### src/rtl/uart_tx_arbiter_if.sv
// Handshake bundle between the byte producers, uart_tx_arbiter and the UART transmitter.
// master = producer/transmitter side, slave = arbiter side.
interface uart_tx_arbiter_if #(
  parameter int NUM_REQ    = 4,
  parameter int DATA_WIDTH = 8
);
  localparam int ID_W = $clog2(NUM_REQ);

  logic [NUM_REQ-1:0]            req_valid;
  logic [NUM_REQ*DATA_WIDTH-1:0] req_data;
  logic [NUM_REQ-1:0]            req_last;
  logic [NUM_REQ-1:0]            req_ready;
  logic [DATA_WIDTH-1:0]         tx_data;
  logic                          tx_valid;
  logic                          tx_ready;
  logic [ID_W-1:0]               grant_id;
  logic                          lock_abort;

  modport master (
    output req_valid, req_data, req_last, tx_ready,
    input  req_ready, tx_data, tx_valid, grant_id, lock_abort
  );

  modport slave (
    input  req_valid, req_data, req_last, tx_ready,
    output req_ready, tx_data, tx_valid, grant_id, lock_abort
  );
endinterface

### src/rtl/uart_tx_arbiter.sv
// Round-robin arbiter sharing one UART transmitter among NUM_REQ byte producers.
// Define UART_ARB_LOCK_EN to keep multi-byte packets (req_last) contiguous, with a lock timeout.
module uart_tx_arbiter #(
  parameter int NUM_REQ      = 4,
  parameter int DATA_WIDTH   = 8,
  parameter int LOCK_TIMEOUT = 1024
) (
  input  logic               clk,
  input  logic               rstn,
  uart_tx_arbiter_if.slave   bus
);
  localparam int ID_W = $clog2(NUM_REQ);

`ifdef UART_ARB_LOCK_EN
  localparam int CNT_W = $clog2(LOCK_TIMEOUT + 1);
  typedef enum logic [1:0] {
    ST_IDLE = 2'd0,
    ST_SEND = 2'd1,
    ST_LOCK = 2'd2
  } state_t;
`else
  typedef enum logic [1:0] {
    ST_IDLE = 2'd0,
    ST_SEND = 2'd1
  } state_t;
`endif

  state_t                r_state;
  state_t                w_state_nxt;
  logic [DATA_WIDTH-1:0] r_tx_data;
  logic [ID_W-1:0]       r_grant;
  logic [ID_W-1:0]       r_last_grant;

  logic [ID_W:0]         w_pick;
  logic [ID_W-1:0]       w_sel;
  logic [DATA_WIDTH-1:0] w_sel_data;
  logic                  w_sel_last;
  logic [NUM_REQ-1:0]    w_ready;
  logic                  w_accept;
  logic                  w_abort;

`ifdef UART_ARB_LOCK_EN
  logic                  r_last;
  logic [CNT_W-1:0]      r_cnt;
`else
  logic                  w_unused_last;
  assign w_unused_last = ^bus.req_last ^ w_sel_last;
`endif

  // First valid requester strictly after `last`, wrapping; MSB flags that one was found.
  function automatic logic [ID_W:0] rr_pick(input logic [NUM_REQ-1:0] valid,
                                            input logic [ID_W-1:0]    last);
    logic [ID_W:0]   res;
    logic [ID_W-1:0] sel;
    int              idx;
    res = '0;
    for (int k = NUM_REQ; k >= 1; k--) begin
      idx = (int'(last) + k) % NUM_REQ;
      sel = ID_W'(idx);
      if (valid[sel]) res = {1'b1, sel};
    end
    return res;
  endfunction

  assign w_pick = rr_pick(bus.req_valid, r_last_grant);

  always_comb begin
    w_sel_data = '0;
    w_sel_last = 1'b0;
    for (int i = 0; i < NUM_REQ; i++) begin
      if (ID_W'(i) == w_sel) begin
        w_sel_data = bus.req_data[i*DATA_WIDTH +: DATA_WIDTH];
        w_sel_last = bus.req_last[i];
      end
    end
  end

  always_comb begin
    w_state_nxt = r_state;
    w_ready     = '0;
    w_accept    = 1'b0;
    w_sel       = r_grant;
    w_abort     = 1'b0;
    case (r_state)
      ST_IDLE: begin
        if (w_pick[ID_W]) begin
          w_sel          = w_pick[ID_W-1:0];
          w_ready[w_sel] = 1'b1;
          w_accept       = 1'b1;
          w_state_nxt    = ST_SEND;
        end
      end
      ST_SEND: begin
        if (bus.tx_ready) begin
`ifdef UART_ARB_LOCK_EN
          w_state_nxt = r_last ? ST_IDLE : ST_LOCK;
`else
          w_state_nxt = ST_IDLE;
`endif
        end
      end
`ifdef UART_ARB_LOCK_EN
      ST_LOCK: begin
        // An accept on the timeout cycle takes precedence over the abort.
        if (bus.req_valid[r_grant]) begin
          w_ready[r_grant] = 1'b1;
          w_accept         = 1'b1;
          w_state_nxt      = ST_SEND;
        end else if (r_cnt >= CNT_W'(LOCK_TIMEOUT)) begin
          w_abort     = 1'b1;
          w_state_nxt = ST_IDLE;
        end
      end
`endif
      default: w_state_nxt = ST_IDLE;
    endcase
  end

  // Accept stage -> transmit holding register
  always_ff @(posedge clk or negedge rstn) begin
    if (!rstn) begin
      r_state      <= ST_IDLE;
      r_tx_data    <= '0;
      r_grant      <= '0;
      r_last_grant <= ID_W'(NUM_REQ - 1);
    end else begin
      r_state <= w_state_nxt;
      if (w_accept) begin
        r_tx_data    <= w_sel_data;
        r_grant      <= w_sel;
        r_last_grant <= w_sel;
      end
    end
  end

`ifdef UART_ARB_LOCK_EN
  always_ff @(posedge clk or negedge rstn) begin
    if (!rstn) begin
      r_last <= 1'b0;
      r_cnt  <= '0;
    end else begin
      if (w_accept) r_last <= w_sel_last;
      // Counter sits at zero outside the lock, so every lock entry starts from zero.
      if (r_state != ST_LOCK) begin
        r_cnt <= '0;
      end else if (!w_accept && (r_cnt < CNT_W'(LOCK_TIMEOUT))) begin
        r_cnt <= r_cnt + 1'b1;
      end
    end
  end
  assign bus.lock_abort = w_abort;
`else
  assign bus.lock_abort = 1'b0;
`endif

  // req_ready must stay low while reset is held, even though IDLE would otherwise grant.
  assign bus.req_ready = rstn ? w_ready : '0;
  assign bus.tx_valid  = (r_state == ST_SEND);
  assign bus.tx_data   = r_tx_data;
  assign bus.grant_id  = r_grant;

endmodule

### src/flat_wrapper.sv
// flat-port wrapper written by rule: the top's interface ports become plain ports
module uart_tx_arbiter_flat 
#(
  parameter int NUM_REQ      = 4,
  parameter int DATA_WIDTH   = 8,
  parameter int LOCK_TIMEOUT = 1024
)
  (clk, rstn, bus_req_valid, bus_req_data, bus_req_last, bus_tx_ready, bus_req_ready, bus_tx_data, bus_tx_valid, bus_grant_id, bus_lock_abort);
  uart_tx_arbiter_if #(.NUM_REQ(NUM_REQ), .DATA_WIDTH(DATA_WIDTH)) bus_i ();
  input  logic clk;
  input  logic rstn;
  input wire logic [$bits(bus_i.req_valid)-1:0] bus_req_valid;
  input wire logic [$bits(bus_i.req_data)-1:0] bus_req_data;
  input wire logic [$bits(bus_i.req_last)-1:0] bus_req_last;
  input wire logic [$bits(bus_i.tx_ready)-1:0] bus_tx_ready;
  output wire logic [$bits(bus_i.req_ready)-1:0] bus_req_ready;
  output wire logic [$bits(bus_i.tx_data)-1:0] bus_tx_data;
  output wire logic [$bits(bus_i.tx_valid)-1:0] bus_tx_valid;
  output wire logic [$bits(bus_i.grant_id)-1:0] bus_grant_id;
  output wire logic [$bits(bus_i.lock_abort)-1:0] bus_lock_abort;
  assign bus_i.req_valid = bus_req_valid;
  assign bus_i.req_data = bus_req_data;
  assign bus_i.req_last = bus_req_last;
  assign bus_i.tx_ready = bus_tx_ready;
  assign bus_req_ready = bus_i.req_ready;
  assign bus_tx_data = bus_i.tx_data;
  assign bus_tx_valid = bus_i.tx_valid;
  assign bus_grant_id = bus_i.grant_id;
  assign bus_lock_abort = bus_i.lock_abort;
  uart_tx_arbiter #(.NUM_REQ(NUM_REQ), .DATA_WIDTH(DATA_WIDTH), .LOCK_TIMEOUT(LOCK_TIMEOUT)) u_core (.clk(clk), .rstn(rstn), .bus(bus_i));
endmodule
### config.mk
export PLATFORM = sky130hd
export DESIGN_NAME = uart_tx_arbiter_flat
export DESIGN_NICKNAME = d
export VERILOG_FILES = /design/src/rtl/uart_tx_arbiter_if.sv /design/src/rtl/uart_tx_arbiter.sv /design/src/flat_wrapper.sv
export SDC_FILE = /design/constraint.sdc
export NUM_CORES = 1
export LEC_CHECK = 0
export CORE_MARGIN = 10
export CORE_UTILIZATION = 36
export DETAILED_ROUTE_END_ITERATION = 6
export PLACE_DENSITY_LB_ADDON = 0.25
export SETUP_SLACK_MARGIN = 0.2
export SLEW_MARGIN = 0
export SYNTH_ARGS = -nofsm -noshare
export SYNTH_HDL_FRONTEND = slang
export SYNTH_SLANG_ARGS = --single-unit
### constraint.sdc
create_clock -name clk -period 2.36 [get_ports clk]
set_input_delay 0.354 -clock clk [delete_from_list [all_inputs] [get_ports clk]]
set_output_delay 0.354 -clock clk [all_outputs]
set_load 0.005 [all_outputs]
### After elaboration in Yosys (flattened, before gate mapping)

Cells that the tools add are included.

| word-level totals | value |
|---|---|
| input bits | 43 |
| bits in read-only memories | 0 |
| output and inout bits | 16 |
| logic and storage cells | 52 |
| bits in latches | 0 |
| flip-flop bits (word level) | 14 |
| memory bits (writable) | 0 |
| memories | 0 |

| cells by class | value |
|---|---|
| magnitude comparators | 6 |
| reduce and logical (&&, ||, !) cells | 4 |
| shift operators | 0 |
| mux-type cells | 28 |
| add/sub/neg operators | 4 |
| bitwise logic cells | 0 |
| equal/unequal tests | 6 |
| div/mod/pow operators | 0 |
| $mul | 0 |

Operators by type and width:

| cell | count |
|---|---|
| two-way mux 8 bit | 4 |
| less-than comparator 2 x 3 -> 1 bit, second input constant | 5 |
| two-way mux 3 bit | 4 |
| two-way mux 4 bit | 3 |
| binary-select mux 1 bit (select 2 bit) | 4 |
| two-way mux 2 bit | 4 |
| two-way mux 1 bit | 7 |
| adder 2 x 1 -> 2 bit, second input constant | 2 |
| adder 2 bit, second input constant | 2 |
| equality test 2 bit, first input constant | 2 |
| logical NOT 2 bit | 2 |
| one-hot mux 2 bit (2 select lines) | 1 |
| demux 1 bit (select 2 bit) | 1 |
| equality test 1 x 2 -> 1 bit, first input constant | 1 |
| equality test 2 x 1 -> 1 bit, second input constant | 1 |
| greater-or-equal comparator 2 x 1 -> 1 bit, second input constant | 1 |
| != test 2 x 1 -> 1 bit, second input constant | 1 |
| != test 2 bit, second input constant | 1 |
| AND reduction 2 bit | 1 |
| logical AND 1 bit | 1 |

### Longest topological paths before layout

Gate-level depths: netlist (run 1).

| logic depth | value |
|---|---|
| word-level depth | 14 |
| mapped depth | 6 |
| depth with buffers taken out | 5 |

### Least setup slack after synthesis (run 1)

OpenSTA, ideal clock, no wires.

| path | value |
|---|---|
| kind | reg2out |
| start | register u_core.r_last_grant[1] |
| end | output bus_req_ready[0] |
| slack | 461 ps |
| stages on the path, launching flop included | 7 |
| path buffers | 1 |
| data arrival time | 1545 ps |
| cells stage by stage | dfstp_2 mux2i_1 a2bb2oi_2 o21ai_1 buf_2 nor2_2 and3_1 |

| on the way | value |
|---|---|
| longest elaborated chain between the ends | 14 |

Ends and longest elaborated chain:

| what | line | RTL |
|---|---|---|
| start: declaration | uart_tx_arbiter.sv:32 | `logic [ID_W-1:0] r_last_grant;` |
| start signal: assignment | uart_tx_arbiter.sv:125 | `r_last_grant <= ID_W'(NUM_REQ - 1);` |
| start signal: assignment | uart_tx_arbiter.sv:131 | `r_last_grant <= w_sel;` |
| adder 2 x 1 -> 2 bit | uart_tx_arbiter.sv:58 | `idx = (int'(last) + k) % NUM_REQ;` |
| binary-select mux 1 bit (select 2 bit) | uart_tx_arbiter.sv:60 | `if (valid[sel]) res = {1'b1, sel};` |
| two-way mux 1 bit (not written as such) | uart_tx_arbiter.sv:60 |  |
| two-way mux 3 bit (3 in a row) | uart_tx_arbiter.sv:60 |  |
| two-way mux 3 bit * | uart_tx_arbiter.sv:60 |  |
| less-than comparator 2 x 3 -> 1 bit (not written as such) or greater-or-equal comparator 2 x 1 -> 1 bit (tied branches) | uart_tx_arbiter.sv:88 | `w_ready[w_sel] = 1'b1;` |
| logical AND 1 bit (not written as such) | uart_tx_arbiter.sv:88 |  |
| two-way mux 1 bit (not written as such) | uart_tx_arbiter.sv:88 |  |
| demux 1 bit (select 2 bit) | -- |  |
| two-way mux 4 bit * | uart_tx_arbiter.sv:86 | `if (w_pick[ID_W]) begin` |
| two-way mux 4 bit * | uart_tx_arbiter.sv:84 | `case (r_state)` |
| two-way mux 4 bit * | uart_tx_arbiter.sv:157 | `assign bus.req_ready = rstn ? w_ready : '0;` |
| end: declaration | flat_wrapper.sv:16 | `output wire logic [$bits(bus_i.req_ready)-1:0] bus_req_ready;` |

Mark *: on every way between the ends. The rest lies on a longest branch, timed or not. The select of a mux whose other input is x is not followed.

### Worst setup path after layout (run 1)

Same ends and word-level chain as after synthesis.

==> results of run 1 <==
[synth_stat cells (all sizes together)]
cell,n,area [µm²]
a211oi,1,7.51
a21oi,1,5.00
a2bb2oi,1,15.0
and2b,2,15.0
and3,2,12.5
buf,3,23.8
clkbuf,1,5.00
conb,1,3.75
dfrtp,11,275
dfstp,2,52.6
inv,2,7.51
mux2i,18,180
nand2,12,47.6
nand2b,1,6.26
nand3,1,5.00
nand3b,1,7.51
nor2,9,36.3
nor3,1,5.00
nor4,1,12.5
o211ai,1,21.3
o21ai,3,18.8
o221ai,8,120
or2,1,6.26
or3,1,7.51
or4,1,11.3
[power by group through the flow]
stage	registers (mW)	logic (mW)	clock network [mW]
finish	0.335	0.616	0.141
global route	0.343	0.667	0.157
CTS	0.334	0.604	0.147
detailed placement	0.346	0.532	0
global placement	0.342	0.520	0
floorplan	0.344	0.244	0
[state kept, by name, summed over array words and instances (netlist names)]
| register | count |
|---|---|
| u_core.bus.tx_data | 8 |
| u_core.bus.grant_id | 2 |
| u_core.r_last_grant | 2 |
| u_core.r_state | 1 |
[how the worst min path moves through the flow]
stage,from,end,slack [ns],cells after the start
final,rstn,u_core.r_state[0],0.48,2
after global routing,rstn,u_core.bus.tx_data[1],0.50,2
after CTS,rstn,u_core.bus.tx_data[0],0.47,2
after detailed placement,u_core.bus.grant_id[1],u_core.bus.grant_id[1],0.47,2
after global placement,u_core.bus.grant_id[1],u_core.bus.grant_id[1],0.46,2
after floorplan,rstn,u_core.bus.grant_id[0],0.06,0
[cells by family (layout without fill, tap and decap cells)]
logic type,count (synthesis),count (layout),share of synthesized area (%)
multiplexers,18,18,19.8
AO/OA/AOI/OAI,15,15,20.7
AND/OR/NAND/NOR,33,33,19.0
flip-flops,13,13,36.1
buffers and inverters,6,85,3.99
other,1,1,0.413
[layer usage]
| metal | track usage (%) | part of all wire, % | vias to the layer above |
|---|---|---|---|
| met1 | 13.8 | 41 | 457 |
| met2 | 23.5 | 54 | 32 |
| met3 | 3.53 | 4.6 | 4 |
| met5 | 0 | 0 | - |
| met4 | 4.61 | 1.3 | 0 |
| li1 | - | - | 477 |
[metrics by stage]
stage          util, %  instances  instance area, µm²
2_1_floorplan        -         86                 908
3_3_place_gp      63.8        179                1550
3_5_place_dp      63.8        179                1550
4_1_cts           68.0        192                1650
5_1_grt           69.2        195                1680
6_report          69.2        195                1680
[cell type report]
type	count	area (µm²)
fillers	198	748
repair buffers	79	716
multi-input cells	67	569
flip-flops and latches	13	328
well taps	30	37.5
clock buffers	4	26.3
inverters	2	7.51
[critical path, delay by kind of cell (launching register included)]
kind | cells | cell delay, ns
compound gates | 2 | 0.28
buf+inv | 3 | 0.32
flops | 1 | 0.56
mux | 1 | 0.22
simple gates | 2 | 0.25
[repair_timing]
| item | in CTS | in global routing |
|---|---|---|
| endpoints found under the setup margin | 4 | 4 |
| setup buffers | 9 | 3 |
| pin swaps | 4 | 3 |
| resized for setup | 19 | 7 |
==> results.md, run 1 <==
* Setup TNS at 0 ns
* 1st-pass router iterations at 4
* Most common cell on crit path: buf_6
* Tcrit/Tclk final at 95.2%
* Hold Slack at 0.478 ns
* Peak VDD IR at 0.000433 V
* FF-to-FF setup slack at 0.36 ns
* Number of global-route vias before repair at 1099
* Pins Over Slew Limit at 0
* Seq cells post-synth at 13
* Critical path data required time at 2.01 ns
* I/O Buffers at 53
* Antenna Nets Post-Route at 0
* Top Ports at 59
* Initial antenna violation count at 0
* Commonest non-fill, non-tap cell in the layout: clkdlybuf4s50_1
* # setup viols final at 0
* Share of layout cells above drive strength 1 at 34.5%
* CTS tree: done
* Comb pwr share at 56.4%
* Sw Share at 32.8%
* Worst-path fanout max at 3
* Hold buffers post-CTS at 0
* GRT overflow at 0
* Worst Skew at 0.00983 ns
* Die W at 70.2 µm
* Total wire length at 3.22 mm
* Worst setup SP type: register
* CP Cell Sequence: mux2i_1 > a2bb2oi_2 > o21ai_2 > buf_6 > nor2_4 > buf_6 > and3_4 > buf_6
* Vias at 970
* Cells on worst reg2reg path at 9
* RSZ-0062 raised after global routing: true
* Pleak at 0.777 nW
* Worst-skew pair later-pin latency at 0.28 ns
* P_sw at 0.358 mW
* Die H at 70.2 µm
* Clock power frac at 12.9%
* Minimum clock period at 2.25 ns
* DR vias/cell at 4.97
* CTS HTree Levels at 1
* Post-Syn Instances at 86
* Worst EP arrival at 1.89 ns
* Worst reg2reg startpoint: u_core.r_last_grant[1]
* Pwr Density at 648 nW/µm²
* Post-Syn Nets at 129
* Int Power at 0.733 mW
* Post-Syn Area per Cell at 10.6 µm²
* CTS Sinks at 13
* Setup crit start: u_core.r_last_grant[1]
* Die area at 4930 µm²
* Register area share after synthesis at 36.1%
* Wire per inst at 16.5 µm
* Drt drc at 0
* Flop pwr share at 30.7%
* Critical path class: reg -> out
* FMAX at 0.445 GHz
* Clock slew at reported path FFs at 0.09 ns
* Fin. Hold Viols at 0
* Most frequent cells in the layout: 46 x clkdlybuf4s50_1, 24 x buf_4, 18 x mux2i_1
* CP max stage cell: dfstp_2
* Largest net degree at the start of global routing at 14
* Max cap viols at 0
* Crit path to: bus_req_ready[0]
* Core Area at 2430 µm²
* Tot GR Track Use at 12.9%
* Worst reg2reg endpoint: u_core.bus.tx_data[6]
* Final setup margin at 0.114 ns
* Status: finished, final reports clean
* Row Count at 18
* First-pass GRT wire length at 5.26 mm
* Setup crit end kind: output pin
* Hold Path Class: in -> async
* Antenna cell count at 0
* CP max stage delay at 0.56 ns
* Library cells used by synthesis at 31
* Pre-CTS setup slack at -0.300 ns
* Starting Density at 37.3%
* Nets at 209
* Area Growth Syn to Fin at 85.4%
* Synthesized area at 908 µm²
* Drt initial violations at 20
* Clk root buf: clkbuf_4
* Total Power at 1.09 mW
* Num CTS Buffers at 3
* RePlAce Congestion at 0.760
* Ys Warns at 0
* CTS Buffer Depth at 2
* DP Wirelength at 2.56 mm
No activity file was read; power rests on OpenSTA's default activity.
==> run 2: changes to the inputs <==
--- a/config.mk
+++ b/config.mk
@@ -8,7 +8,9 @@
 export CORE_MARGIN = 10
 export CORE_UTILIZATION = 36
 export DETAILED_ROUTE_END_ITERATION = 6
+export MAX_ROUTING_LAYER = met4
 export PLACE_DENSITY_LB_ADDON = 0.25
+export REMOVE_ABC_BUFFERS = 1
 export SETUP_SLACK_MARGIN = 0.2
 export SLEW_MARGIN = 0
 export SYNTH_ARGS = -nofsm -noshare
==> results.md, run 2 (synthesized netlist as in run 1, its figures left out) <==
* Pwr Density at 645 nW/µm²
* Wire per inst at 15.5 µm
* Initial antenna violation count at 0
* Num CTS Buffers at 3
* Max reg flops at 8
* Setup crit end kind: output pin
* Critical path class: reg -> out
* Die area at 4930 µm²
* CTS HTree Levels at 1
* Worst-skew pair later-pin latency at 0.28 ns
* Setup TNS at 0 ns
* Dpl cell area at 1570 µm²
* Worst-path fanout max at 3
* DP Wirelength at 2.44 mm
* Die H at 70.2 µm
* Fillers at 202
* Multi-input logic area at 564 µm²
* CTS tree: done
* CTS Buffer Depth at 2
* Clock slew at reported path FFs at 0.08 ns
* Vias at 940
* Status: finished, final reports clean
* I/O Buffers at 53
* Worst setup SP type: register
* Hold Slack at 0.480 ns
* Most frequent cells in the layout: 47 x clkdlybuf4s50_1, 25 x buf_4, 17 x mux2i_1
* Number of global-route vias before repair at 1128
* Largest net degree at the start of global routing at 14
* Worst Skew at 0.00492 ns
* Pre-CTS setup slack at -0.309 ns
* Tot GR Track Use at 12.5%
* 1st-pass router iterations at 5
* Antenna Nets Post-Route at 0
* Pleak at 0.772 nW
* Pins Over Slew Limit at 0
* Cells on worst reg2reg path at 9
* CTS Sinks at 13
* Clock power frac at 12.9%
* # setup viols final at 0
* Tcrit/Tclk final at 95.3%
* Finished Cell Area at 1680 µm²
* First-pass GRT wire length at 5.12 mm
* RSZ-0062 raised after global routing: true
* Comb pwr share at 56.2%
* Fin. Hold Viols at 0
* Minimum clock period at 2.25 ns
* Drt initial violations at 31
* Antenna cell count at 0
* Max cap viols at 0
* Hold Path Class: in -> async
* P_sw at 0.349 mW
* Sw Share at 32.1%
* Share of layout cells above drive strength 1 at 33.9%
* Die W at 70.2 µm
* Drt drc at 0
* Total Power at 1.09 mW
* Core Area at 2430 µm²
* DR vias/cell at 4.82
* Row Count at 18
* RePlAce Congestion at 0.822
* Nets at 209
* FMAX at 0.445 GHz
* Top Ports at 59
* Register Area at 328 µm²
* Commonest non-fill, non-tap cell in the layout: clkdlybuf4s50_1
* Flop pwr share at 30.8%
* Total wire length at 3.01 mm
* Peak VDD IR at 0.000362 V
* Worst EP arrival at 1.89 ns
* Critical path data required time at 2.01 ns
* Area Growth Syn to Fin at 85.3%
* Final setup margin at 0.112 ns
* Clk root buf: clkbuf_4
* GRT overflow at 0
* Starting Density at 37.3%
* Int Power at 0.737 mW
[run 2: path summary, 6_finish.rpt]
check / from / endpoint / slack, ns
max: u_core.r_last_grant[1] / bus_req_ready[2] / 0.11
min: rstn / u_core.bus.tx_data[2] / 0.48
max reg2reg: u_core.r_last_grant[1] / u_core.bus.tx_data[0] / 0.36
min reg2reg: u_core.bus.grant_id[1] / u_core.bus.grant_id[1] / 0.50
max in group asynchronous: rstn / u_core.r_last_grant[1] / 1.65
min in group clk: u_core.bus.grant_id[1] / u_core.bus.grant_id[1] / 0.50
[run 2: metal layers]
metal | global-route usage [%] | share of wire [%]
met1 | 13.4 | 42
met2 | 22.5 | 55
met3 | 2.54 | 2.6
met4 | 3.73 | 0.46
met5 | - | 0
[run 2: metrics by stage]
step / cells / util, %
after floorplan: 82 / -
after global placement: 181 / 64.5
after detailed placement: 181 / 64.5
after CTS: 194 / 68.9
after global routing: 195 / 69.2
final: 195 / 69.2
[run 2: power by group through the flow]
stage | Combinational [mW] | Sequential, mW | Clock (mW)
floorplan | 0.234 | 0.344 | 0
global placement | 0.523 | 0.344 | 0
detailed placement | 0.533 | 0.346 | 0
CTS | 0.609 | 0.335 | 0.144
global route | 0.662 | 0.347 | 0.149
finish | 0.611 | 0.335 | 0.140
[run 2: layout make-up]
| cell class | count | share of cell area (%) |
|---|---|---|
| Timing Repair Buffer | 79 | 42.8 |
| Multi-Input combinational cell | 67 | 33.5 |
| Inverter | 2 | 0.446 |
| Clock buffer | 4 | 1.56 |
| Sequential cell | 13 | 19.5 |
| Tap cell | 30 | 2.23 |
[run 2: repair_timing]
item                                    4_1_cts  5_1_grt
hold buffers                                  0        0
buffers inserted                              9        1
endpoints found under the setup margin        4        4
pin swaps                                     2        2
resized for setup                            21        2
[run 2: worst max-delay path, stage by stage, from the launching register on]
cell	delay, ns
dfstp_2	0.55
buf_6	0.10
mux2i_2	0.20
a2bb2oi_2	0.19
o21ai_2	0.09
nor2_2	0.10
buf_4	0.12
and3_4	0.18
buf_6	0.09
==> run 3: changes to the inputs <==
--- a/config.mk
+++ b/config.mk
@@ -8,6 +8,7 @@
 export CORE_MARGIN = 10
 export CORE_UTILIZATION = 36
 export DETAILED_ROUTE_END_ITERATION = 6
+export GPL_TIMING_DRIVEN = 0
 export MAX_ROUTING_LAYER = met4
 export PLACE_DENSITY_LB_ADDON = 0.25
 export REMOVE_ABC_BUFFERS = 1
==> results.md, run 3 (synthesized netlist as in run 1, its figures left out) <==
* FMAX at 0.439 GHz
* Die W at 70.2 µm
* Max cap viols at 0
* RSZ-0062 raised after global routing: true
* Minimum clock period at 2.28 ns
* Worst Skew at 0.00179 ns
* FF-to-FF setup slack at 0.38 ns
* Clock slew at reported path FFs at 0.07 ns
* Status: finished, final reports clean
* Cells on worst reg2reg path at 7
* Die area at 4930 µm²
* RePlAce Congestion at 0.781
* Hold Path Class: in -> async
* Crit-path leading delay family: flip-flops
* Clk root buf: clkbuf_4
* Rel. slew slack at 55.9%
* Worst EP arrival at 1.92 ns
* Drt drc at 0
* Register Area at 328 µm²
* Pleak at 0.718 nW
* Dpl cell area at 1450 µm²
* Sw Share at 33.1%
* Total wire length at 3.08 mm
* Hold buffers post-CTS at 0
* Pre-CTS setup slack at -1.02 ns
* Top Metal Used: met4
* Clock power frac at 12.4%
* Total Power at 1.06 mW
* DR vias/cell at 5.19
* CP Cell Sequence: mux2i_4 > a2bb2oi_4 > o21ai_4 > nor2_2 > buf_4 > and3_1 > buf_2
* Crit path buf inv count at 2
* Max reg flops at 8
* Drt initial violations at 35
* Most frequent cells in the layout: 45 x clkdlybuf4s50_1, 17 x mux2i_1, 11 x nand2_1, 11 x dfrtp_1, 9 x buf_4
* Num CTS Buffers at 3
* CTS tree: done
* Area Growth Syn to Fin at 77.5%
* Core Area at 2430 µm²
* Row Count at 18
* Fin. Hold Viols at 0
* GRT overflow at 0
* Worst setup SP type: register
* Wire per inst at 17.1 µm
* # setup viols final at 0
* Antenna Nets Post-Route at 0
* Critical path class: reg -> out
* Top Ports at 59
* WL met2 at 1.65 mm
* Worst-path fanout max at 3
* Multi-input logic area at 612 µm²
* Final setup margin at 0.0835 ns
* Worst reg2reg startpoint: u_core.r_last_grant[1]
* Vias at 935
* Tot GR Track Use at 12.4%
* DR WL met3 at 106 µm
* I/O Buffers at 53
* First-pass GRT wire length at 4.97 mm
* DP Wirelength at 2.37 mm
* 1st-pass router iterations at 4
* Pins Over Slew Limit at 0
* Finished Cell Area at 1610 µm²
* P_sw at 0.350 mW
* Share of layout cells above drive strength 1 at 28.0%
* Wl on met1 at 1.28 mm
* Least-Margin Pin Slew at 0.659 ns
* Worst-skew pair later-pin latency at 0.26 ns
* Antenna cell count at 0
* Setup TNS at 0 ns
* Int Power at 0.708 mW
* Die H at 70.2 µm
* CP max stage delay at 0.59 ns
* Setup crit end kind: output pin
* Flop pwr share at 32.6%
* Starting Density at 37.3%
* CP Depth at 7
* Peak VDD IR at 0.000381 V
* Worst reg2reg endpoint: u_core.bus.tx_data[5]
* Comb pwr share at 55.0%
* CTS Buffer Depth at 2
* Number of global-route vias before repair at 1022
* Critical path data required time at 2.01 ns
* Nets at 194
* Initial antenna violation count at 0
* Fillers at 213
* Pwr Density at 656 nW/µm²
* CTS Sinks at 13
* CTS HTree Levels at 1
* Hold Slack at 0.485 ns
* Tcrit/Tclk final at 96.5%
* Commonest non-fill, non-tap cell in the layout: clkdlybuf4s50_1
* CP max stage cell: dfstp_2
* Largest net degree at the start of global routing at 17
[run 3: cell types whose count changed in the layout (fill, tap and decap cells not counted), moves of 2 or more]
cell | previous run | this run
buf_2 | 1 | 3
buf_4 | 25 | 9
clkdlybuf4s50_1 | 47 | 45
dlygate4sd2_1 | 2 | 4
[run 3: worst max-delay path by stage]
stage                       end  slack (ns)                    from
2_1_floorplan  bus_req_ready[1]        0.27  u_core.r_last_grant[1]
3_3_place_gp   bus_req_ready[1]       -0.96        bus_req_valid[3]
3_5_place_dp   bus_req_ready[1]       -1.02        bus_req_valid[3]
4_1_cts        bus_req_ready[1]        0.09  u_core.r_last_grant[1]
5_1_grt        bus_req_ready[2]       0.004  u_core.r_last_grant[1]
6_report       bus_req_ready[2]        0.08  u_core.r_last_grant[1]
[run 3: final cells by class]
class | count | share of cell area (%)
Sequential cell | 13 | 20.3
Multi-Input combinational cell | 67 | 37.9
Clock buffer | 4 | 1.63
Timing Repair Buffer | 64 | 37.3
Inverter | 2 | 0.465
Tap cell | 30 | 2.33
[run 3: routing by layer]
metal | GRT usage [%] | vias up
li1 | - | 445
met1 | 14.1 | 452
met2 | 21.7 | 34
met3 | 1.69 | 4
met4 | 4.17 | 0
met5 | - | -
[run 3: what timing repair did]
action,4_1_cts,5_1_grt
pin swaps,3,5
endpoints found under the setup margin,14,4
resized for setup,26,6
setup buffers,7,4
[run 3: metrics by stage]
stage / cells / utilization (%)
after floorplan: 82 / -
after detailed placement: 165 / 59.5
after global routing: 180 / 66.3
after global placement: 165 / 59.5
after CTS: 176 / 64.8
final: 180 / 66.3
[run 3: power by group through the flow]
stage | clock network (mW) | logic, mW | registers (mW)
floorplan | 0 | 0.234 | 0.344
global placement | 0 | 0.472 | 0.343
detailed placement | 0 | 0.485 | 0.344
CTS | 0.140 | 0.552 | 0.340
global route | 0.149 | 0.627 | 0.355
finish | 0.131 | 0.582 | 0.345
==> RTL edit: new RTL, config.mk and constraints of run 3 <==
`DATA_WIDTH` is set to 8 in 3 places; all go to 12.
--- a/src/rtl/uart_tx_arbiter_if.sv
+++ b/src/rtl/uart_tx_arbiter_if.sv
@@ -2,7 +2,7 @@
 // master = producer/transmitter side, slave = arbiter side.
 interface uart_tx_arbiter_if #(
   parameter int NUM_REQ    = 4,
-  parameter int DATA_WIDTH = 8
+  parameter int DATA_WIDTH = 12
 );
   localparam int ID_W = $clog2(NUM_REQ);
 
--- a/src/rtl/uart_tx_arbiter.sv
+++ b/src/rtl/uart_tx_arbiter.sv
@@ -2,7 +2,7 @@
 // Define UART_ARB_LOCK_EN to keep multi-byte packets (req_last) contiguous, with a lock timeout.
 module uart_tx_arbiter #(
   parameter int NUM_REQ      = 4,
-  parameter int DATA_WIDTH   = 8,
+  parameter int DATA_WIDTH   = 12,
   parameter int LOCK_TIMEOUT = 1024
 ) (
   input  logic               clk,
--- a/src/flat_wrapper.sv
+++ b/src/flat_wrapper.sv
@@ -2,7 +2,7 @@
 module uart_tx_arbiter_flat 
 #(
   parameter int NUM_REQ      = 4,
-  parameter int DATA_WIDTH   = 8,
+  parameter int DATA_WIDTH   = 12,
   parameter int LOCK_TIMEOUT = 1024
 )
   (clk, rstn, bus_req_valid, bus_req_data, bus_req_last, bus_tx_ready, bus_req_ready, bus_tx_data, bus_tx_valid, bus_grant_id, bus_lock_abort);
Interface: changed (resized bus_req_data and bus_tx_data); port bits go from 59 to 79. No check against the original RTL was run, so the function may have changed too.
==> RTL edit against run 3 <==
Total power increased by 27%. Non-clock buffer count increased by 27. Fmax is 6.4% higher. Sequential share of layout area is essentially flat. Sequential power rose by 28%. Design area rose by 30%. Critical path depth fell by 1. Sequential cell count is 4 higher. Synthesized area grew 25%. Setup slack better by 0.14 ns. Routed wire length grew 39%. Synthesized cell count up 29%. Critical path type unchanged. Highest routed layer unchanged.
==> RTL edit: results (changes against run 3) <==
Final Non-Filler Cells=242 (+34%); Area contributors post-synth=dfrtp_1 33%, mux2i_1 21%, o221ai_1 8.5%, nand2_1 5.6%, dfstp_2 4.6%; max FFs per register=12 (+4); global-route wire length before repair=6.810 mm (+37%); vias in the first global route=1355 (+33%); status=completed; placed instance count=220 (+33%); # H-tree levels=1 (unchanged); detailed placer's ending HPWL=3.113 mm (+31%); peak supply drop=0.3243 mV (-15%); fillers=252 (+18%); Final nets=258 (+33%); met3 Track Usage GR=0.03538 (+0.01843); Setup Slack @ Placement=-0.5851 ns (+0.4333 ns); mean post-synth cell area=10.25 µm² (-3.0%); met1 usage=0.1608 (+0.01974); Detailed Routing Iterations Pass 1=4 (unchanged); Leak=0.9449 nW (+32%); Largest stage delay, worst path=0.57 ns (-0.02 ns); worst-skew pair later-pin latency=0.29 ns (+0.03 ns); Synth Area in Adders=0 (unchanged); port bufs=73 (+38%); Seq/Total Area, Yosys=0.3762 (+0.01536); largest net degree at the start of global routing=21 (+4); clk_skew=0.01281 ns (+0.01102 ns); crit-path max FO=4 (+1); fraction of layout instances using a drive strength above 1=0.2323 (-0.04768); Detailed Route Iter0 Violations=84 (+140%); final RePlAce weighted congestion=0.8440 (+8.1%); Slew headroom=0.6622 (+0.1028); met2 GRT Util=0.2517 (+0.03513); Fin. Hold Viols=0 (unchanged); total CTS buffers=3 (unchanged); Synth Area in XOR/XNOR=0 (unchanged); DR vias/cell=5.103 (-1.8%); clk slew on worst S/H paths=0.11 ns (+0.04 ns); Distinct cells, synth=39 (+26%); final wirelength=4.292 mm (+39%); Psw=443.8 µW (+27%); Synth Area in Compound Gates=0.1991 (-0.007492); Warnings, synthesis=0 (unchanged); arrival time worst endpoint=1.78 ns (-0.14 ns); mux contribution to synthesized area=0.2112 (+0.01287); gr usage total=0.1442 (+0.01997); most frequent cells after synthesis=24 x mux2i_1, 17 x nand2_1, 15 x dfrtp_1
## RTL edit: cell types whose count changed in the layout (fill, tap and decap cells not counted), sizes merged, moves of 2 or more
cell	delta
mux2i	+6
buf	+7
nor2	-7
dfrtp	+4
o21a	+2
nand2	+5
o221ai	+3
clkdlybuf4s50	+19
## RTL edit: cell type report
cell class | instances | area (µm²) | area share
inverter | 2 | 7.507 | 0.003574
clock buffer | 3 | 22.52 | 0.01072
multi-input combinational | 84 | 729.5 | 0.3472
timing repair buffer | 91 | 853.3 | 0.4062
sequential | 17 | 427.9 | 0.2037
tap | 44 | 55.05 | 0.02621
clock inverter | 1 | 5.005 | 0.002382
## RTL edit: repair_timing
action	4_1_cts	5_1_grt
endpoints found under the setup margin	16	4
buffers inserted	10	8
pin swaps	6	6
cloned	0	0
resized for setup	27	13
## RTL edit: stage by stage
step	power [mW]	area, µm²
after floorplan	0.7113	1082
after global placement	1.040	1868
after detailed placement	1.054	1868
after CTS	1.284	2018
after global routing	1.432	2101
final	1.345	2101
## RTL edit: worst paths after layout
check                                  startpoint                endpoint  slack (ns)  cells past startpoint
min reg2reg                u_core.bus.grant_id[1]  u_core.bus.grant_id[1]        0.49                      2
min in group clk           u_core.bus.grant_id[1]  u_core.bus.grant_id[1]        0.49                      2
max                        u_core.r_last_grant[0]        bus_req_ready[3]        0.22                      6
min                                          rstn   u_core.bus.tx_data[5]        0.10                      1
max reg2reg                u_core.r_last_grant[1]   u_core.bus.tx_data[4]        0.23                      7
max in group asynchronous                    rstn  u_core.r_last_grant[1]        1.88                      1
## RTL edit: metal layers
metal	vias to the layer above	share of wire
li1	591	-
met1	579	0.40
met2	61	0.53
met3	4	0.056
met4	0	0.0093
met5	-	0
## RTL edit: kinds of logic (layout without fill, tap and decap cells)
logic type	Yosys count	count (layout)
AND/OR/NAND/NOR	34	34
multiplexers	24	24
other	1	1
flip-flops	17	17
buffers and inverters	10	97
AO/OA/AOI/OAI	25	25
## RTL edit: power by group through the flow
stage          combinational [mW]  sequential [mW]  clock (mW)
3_3_place_gp                0.593            0.447           0
2_1_floorplan               0.259            0.452           0
6_report                    0.749            0.441       0.155
3_5_place_dp                0.602            0.452           0
4_1_cts                     0.681            0.441       0.161
5_1_grt                     0.809            0.451       0.172
